### config.mk
export PLATFORM = sky130hd
export DESIGN_NAME = hd_loader
export DESIGN_NICKNAME = d
export VERILOG_FILES = /design/src/rtl/hd_loader.sv
export SDC_FILE = /design/constraint.sdc
export NUM_CORES = 1
export LEC_CHECK = 0
export ABC_AREA = 1
export BUFFER_PORTS_ARGS = -buffer_cell sky130_fd_sc_hd__buf_2
export CORE_MARGIN = 2
export CORE_UTILIZATION = 28
export DETAILED_ROUTE_END_ITERATION = 16
export PLACE_DENSITY = 0.55
export SETUP_SLACK_MARGIN = 0.5
export SLEW_MARGIN = 5
export SYNTH_ARGS = -nofsm -noshare
export SYNTH_HDL_FRONTEND = slang
export SYNTH_SLANG_ARGS = --single-unit
### constraint.sdc
create_clock -name clk -period 9.35 [get_ports clk]
set_input_delay 0.935 -clock clk [delete_from_list [all_inputs] [get_ports clk]]
set_output_delay 0.935 -clock clk [all_outputs]
set_load 0.02 [all_outputs]
### src/rtl/hd_loader.sv
// Disk <-> memory block copy engine: LOAD streams disk words into a process region,
// STORE streams a region back to disk, one word per cycle with a one-cycle read latency.
module hd_loader #(
  parameter int DATA_WIDTH   = 32,
  parameter int ADDR_WIDTH   = 15,
  parameter int MAX_PROC_NUM = 16,
  parameter int REGION       = (2**ADDR_WIDTH)/MAX_PROC_NUM,
  parameter int DISK_SIZE    = 4096
) (
  input  logic                  clk,
  input  logic                  rst_n,
  input  logic                  start,
  input  logic                  dir,
  input  logic [3:0]            proc_id,
  input  logic [DATA_WIDTH-1:0] disk_base,
  input  logic [11:0]           length,
  output logic                  busy,
  output logic                  done,
  output logic                  err,
  output logic [DATA_WIDTH-1:0] hd_address,
  output logic                  hd_write_flag,
  output logic [DATA_WIDTH-1:0] hd_wdata,
  input  logic [DATA_WIDTH-1:0] hd_rdata,
  output logic [ADDR_WIDTH-1:0] mem_address,
  output logic                  mem_we,
  output logic [DATA_WIDTH-1:0] mem_wdata,
  input  logic [DATA_WIDTH-1:0] mem_rdata
);
  typedef enum logic [1:0] {IDLE, XFER, DRAIN, FIN} state_t;

  state_t                state_q, state_d;
  logic                  dir_q, dir_d;
  logic [ADDR_WIDTH-1:0] mbase_q, mbase_d, start_mbase;
  logic [DATA_WIDTH-1:0] dbase_q, dbase_d;
  logic [11:0]           len_q, len_d, cnt_q, cnt_d, nxt;
  logic                  more, oob;
  logic [DATA_WIDTH:0]   end_addr;
  logic                  busy_d, done_d, err_d, hd_wf_d, mem_we_d;
  logic [DATA_WIDTH-1:0] hd_addr_d;
  logic [ADDR_WIDTH-1:0] mem_addr_d;

  assign start_mbase = ADDR_WIDTH'(proc_id) * ADDR_WIDTH'(REGION);
  assign end_addr    = {1'b0, disk_base} + (DATA_WIDTH+1)'(length);
  assign oob         = (length > 12'(REGION)) || (end_addr > (DATA_WIDTH+1)'(DISK_SIZE));
  assign nxt         = cnt_q + 12'd1;
  assign more        = nxt < len_q;

  // Write data is the read port passed straight through in the write slot, since
  // read data only becomes valid in that same cycle.
  assign mem_wdata = mem_we        ? hd_rdata  : '0;
  assign hd_wdata  = hd_write_flag ? mem_rdata : '0;

  always_comb begin
    state_d    = state_q;
    dir_d      = dir_q;
    mbase_d    = mbase_q;
    dbase_d    = dbase_q;
    len_d      = len_q;
    cnt_d      = cnt_q;
    busy_d     = busy;
    done_d     = 1'b0;
    err_d      = 1'b0;
    hd_wf_d    = 1'b0;
    mem_we_d   = 1'b0;
    hd_addr_d  = '0;
    mem_addr_d = '0;
    case (state_q)
      IDLE: if (start) begin
        dir_d   = dir;
        mbase_d = start_mbase;
        dbase_d = disk_base;
        len_d   = length;
        cnt_d   = '0;
        if (oob) begin
          err_d   = 1'b1;
          state_d = FIN;
        end else if (length == '0) begin
          done_d  = 1'b1;
          state_d = FIN;
        end else begin
          busy_d  = 1'b1;
          state_d = XFER;
          if (dir) mem_addr_d = start_mbase;
          else     hd_addr_d  = disk_base;
        end
      end
      // Each edge retires the word issued this cycle and issues the next one.
      XFER: begin
        if (dir_q) begin
          hd_wf_d   = 1'b1;
          hd_addr_d = dbase_q + DATA_WIDTH'(cnt_q);
          if (more) mem_addr_d = mbase_q + ADDR_WIDTH'(nxt);
        end else begin
          mem_we_d   = 1'b1;
          mem_addr_d = mbase_q + ADDR_WIDTH'(cnt_q);
          if (more) hd_addr_d = dbase_q + DATA_WIDTH'(nxt);
        end
        if (more) cnt_d   = nxt;
        else      state_d = DRAIN;
      end
      DRAIN: begin
        busy_d  = 1'b0;
        done_d  = 1'b1;
        state_d = FIN;
      end
      default: state_d = IDLE;
    endcase
  end

  always_ff @(posedge clk or negedge rst_n) begin
    if (!rst_n) begin
      state_q       <= IDLE;
      dir_q         <= 1'b0;
      mbase_q       <= '0;
      dbase_q       <= '0;
      len_q         <= '0;
      cnt_q         <= '0;
      busy          <= 1'b0;
      done          <= 1'b0;
      err           <= 1'b0;
      hd_address    <= '0;
      hd_write_flag <= 1'b0;
      mem_address   <= '0;
      mem_we        <= 1'b0;
    end else begin
      state_q       <= state_d;
      dir_q         <= dir_d;
      mbase_q       <= mbase_d;
      dbase_q       <= dbase_d;
      len_q         <= len_d;
      cnt_q         <= cnt_d;
      busy          <= busy_d;
      done          <= done_d;
      err           <= err_d;
      hd_address    <= hd_addr_d;
      hd_write_flag <= hd_wf_d;
      mem_address   <= mem_addr_d;
      mem_we        <= mem_we_d;
    end
  end
endmodule

==> impl_metrics.toml <==
[outcome]
outcome = "finished, final reports clean"

[die]
row_count = 67
die_h_um = 188
core-area_mm2 = 0.0334
io_pins = 232
die_x_um = 188
initial_core_util = 0.283
dieArea_mm2 = 0.0353

[sta]
relSlewSlack = 0.357
min_period_ps = 3860
setup_viol = 0
fin_crit_sh = 0.413
tightest_slew_ps = 965
tns_ps = 0
finalHoldViolations = 0
rsz0062_at_grt = "no"
report.final.slew_viol_count = 0
finClkSkew_ps = 12.2
max_freq_ghz = 0.259

[finish]
layout-drive-gt1-share = 0.182
fin_util = 0.350
layout.cells.non_filler = 2144
antenna_cells = 0
seqCellArea_mm2 = 0.00288
syn_to_final_growth_pct = 23.6
fillers = 3639
nNetsFinal = 1860
multi_input_area_mm2 = 0.00548

[critical_path]
r2r-end = "state_q[0]$_DFFE_PN0P_"
crit_path_end_kind = "flop"
cp_cell_sequence = "inv_1, nor3_1, nand4_1, nor2_1, nand3_1, nor3_1, xor2_1, inv_1, ha_1, nand2_1, nor2_1, nand3_1, nand2_1, nor2_1, buf_4, inv_1, nand2_1, nor2_1, o21ai_0, nand2_1"
max_stage_delay_ps = 400
rrSetupSlack_ps = 5490
critPathLaunchType = "flop"
path_class = "flop to flop"
rr_worst_depth = 20
crit_buf_inv = 4
cp_data_arrival_time_ps = 4210
worstPathRequired_ps = 9700
crit_family = "simple AND/OR/NAND/NOR gates"
slowest_stage = "dfrtp_1"
r2r_start = "cnt_q[0]$_DFFE_PN0P_"
cp_max_fo = 12

[clocking]
cts_tree = "yes"
cts.sinks = 115
ctsHoldBuffers = 0
htreeDepth = 4
insertion_delay_ps = 420
post_cts_resize_count = 0
cts_buffers = 17
cts-root-buf = "clkbuf_16"
clk_path_buf_depth = 2
cts_setup_buffers = 0
path_clk_slew_ps = 50

[place]
io_buffers = 231
routabilityCongestion = 0.936
dp.cells = 2114
place_hpwl_um = 27300

[drt]
postRouteAntennaNets = 0
drtIter0Drc = 751
dr.pass1.iters = 7
via_count = 10100
wl_um = 33400
routed_via_density = 4.71
drc = 0
wl_per_cell_um = 15.6

[global_routing]
grt_max_degree = 76
grt_pass1_vias = 9575
antenna_found_initial = 1
overflow = 0
grt.total_usage = 0.188
grt_pass1_wl_um = 52100

[yosys]
synth_nets = 1639
ys.flop_type = "dfrtp_1"
synth_edf_count = 0
synthArstFlopShare = 1.00
synth_warnings = 0
synthCells = 1464
ys_types = 50
netlist_area_mm2 = 0.00945
ys_ff_latch = 115
ys_seq_area_frac = 0.304
avgSynthCellArea_um2 = 6.46

[hold_path]
hold_path_depth = 2
hold_path_startpoint = "len_q[9]$_DFFE_PN0P_"
holdPathEnd = "len_q[9]$_DFFE_PN0P_"
hp-class = "flop to flop"

[power_and_ir_drop]
p_per_area_mw_per_mm2 = 240
leakagePower_nw = 6.87
power_mw = 2.80
max-vdd-ir-drop_uv = 137

[flow_run]
max-cap-violations = 0
[worst max-delay path by stage]
stage / startpoint / end / cells after the start
floorplan: cnt_q[0]$_DFFE_PN0P_ / cnt_q[1]$_DFFE_PN0P_ / 17
global placement: disk_base[0] / busy$_DFFE_PN0P_ / 18
detailed placement: cnt_q[0]$_DFFE_PN0P_ / state_q[0]$_DFFE_PN0P_ / 20
CTS: cnt_q[0]$_DFFE_PN0P_ / state_q[0]$_DFFE_PN0P_ / 20
global route: cnt_q[0]$_DFFE_PN0P_ / mem_address[13]$_DFF_PN0_ / 17
finish: cnt_q[0]$_DFFE_PN0P_ / state_q[0]$_DFFE_PN0P_ / 20
[worst register-to-register path: cells and delay by family (launching register included)]
kind,cells,cell delay [ps]
buffers and inverters,4,770
AND/OR/NAND/NOR,13,2060
adder cells (fa/ha/maj),1,310
XOR/XNOR,1,160
flip-flops,1,400
AO/OA/AOI/OAI,1,100
[power by group]
part | total (mW) | internal (mW) | leakage, nW | switching (mW)
combinational | 1.23 | 0.407 | 5.06 | 0.825
sequential | 0.882 | 0.674 | 1.51 | 0.208
clock | 0.688 | 0.456 | 0.302 | 0.233
[synthesized netlist by cell type (5+ instances only)]
library cell	number	area (um^2)
nand2_1	462	1730
inv_1	247	927
nand3_1	128	641
dfrtp_1	115	2880
nor2_1	96	360
o21ai_0	91	455
ha_1	56	701
a21oi_1	55	275
clkbuf_1	31	116
xor2_1	29	254
nor3_1	25	125
nand4_1	21	131
xnor2_1	11	96.3
nand2_2	9	56.3
o22ai_1	9	56.3
o21ai_1	8	40.0
nor2_2	6	37.5
o21ai_2	6	52.6
o21bai_1	5	37.5
[per-layer routing]
layer | up-vias | track usage | share of wire
met1 | 4627 | 0.260 | 0.48
met3 | 27 | 0.0221 | 0.055
li1 | 5083 | - | -
met2 | 364 | 0.309 | 0.45
met4 | 0 | 0.0536 | 0.017
met5 | - | 0 | 0
[metrics by stage]
stage	cell area, um^2	hold slack (ps)	setup WS (ps)
2_1_floorplan	9450	449	6220
3_3_place_gp	11100	467	5500
3_5_place_dp	11100	474	5500
4_1_cts	11700	488	5480
5_1_grt	11700	505	4990
6_report	11700	480	5490
[cell usage in the layout, fill, tap and decap left out, types with 7 or more instances in the layout]
cell type / n
nand3_1: 128
o22ai_1: 9
inv_1: 247
nor2_1: 96
nand4_1: 21
o21ai_0: 91
a21oi_1: 55
buf_2: 230
nand2_1: 461
xnor2_1: 11
ha_1: 56
buf_4: 7
xor2_1: 29
clkbuf_16: 17
nor3_1: 25
o21ai_1: 8
dfrtp_1: 115
nand2_2: 10
[cells by family (layout without fill, tap and decap cells)]
kind of cell,after synthesis,in the layout,synth area share
buf+inv,289,521,0.117
flops,115,115,0.304
xor+xnor,40,40,0.0371
compound gates,197,197,0.118
simple gates,764,764,0.343
fa+ha+maj,59,59,0.0805
[area by class of cell]
| class | instances | share of cell area |
|---|---|---|
| repair buffers | 237 | 0.103 |
| clock buffers | 20 | 0.0391 |
| well taps | 448 | 0.0480 |
| inverters | 254 | 0.0816 |
| flip-flops and latches | 115 | 0.246 |
| clock inverters | 10 | 0.0134 |
| multi-input cells | 1060 | 0.469 |
[registers in the layout, summed over array words and instances (netlist names), 2 cells and up]
register	cells
len_q	12
mem_address	15
dbase_q	32
state_q	2
hd_address	32
mbase_q	4
cnt_q	12
(Power assumes the default switching activity.)
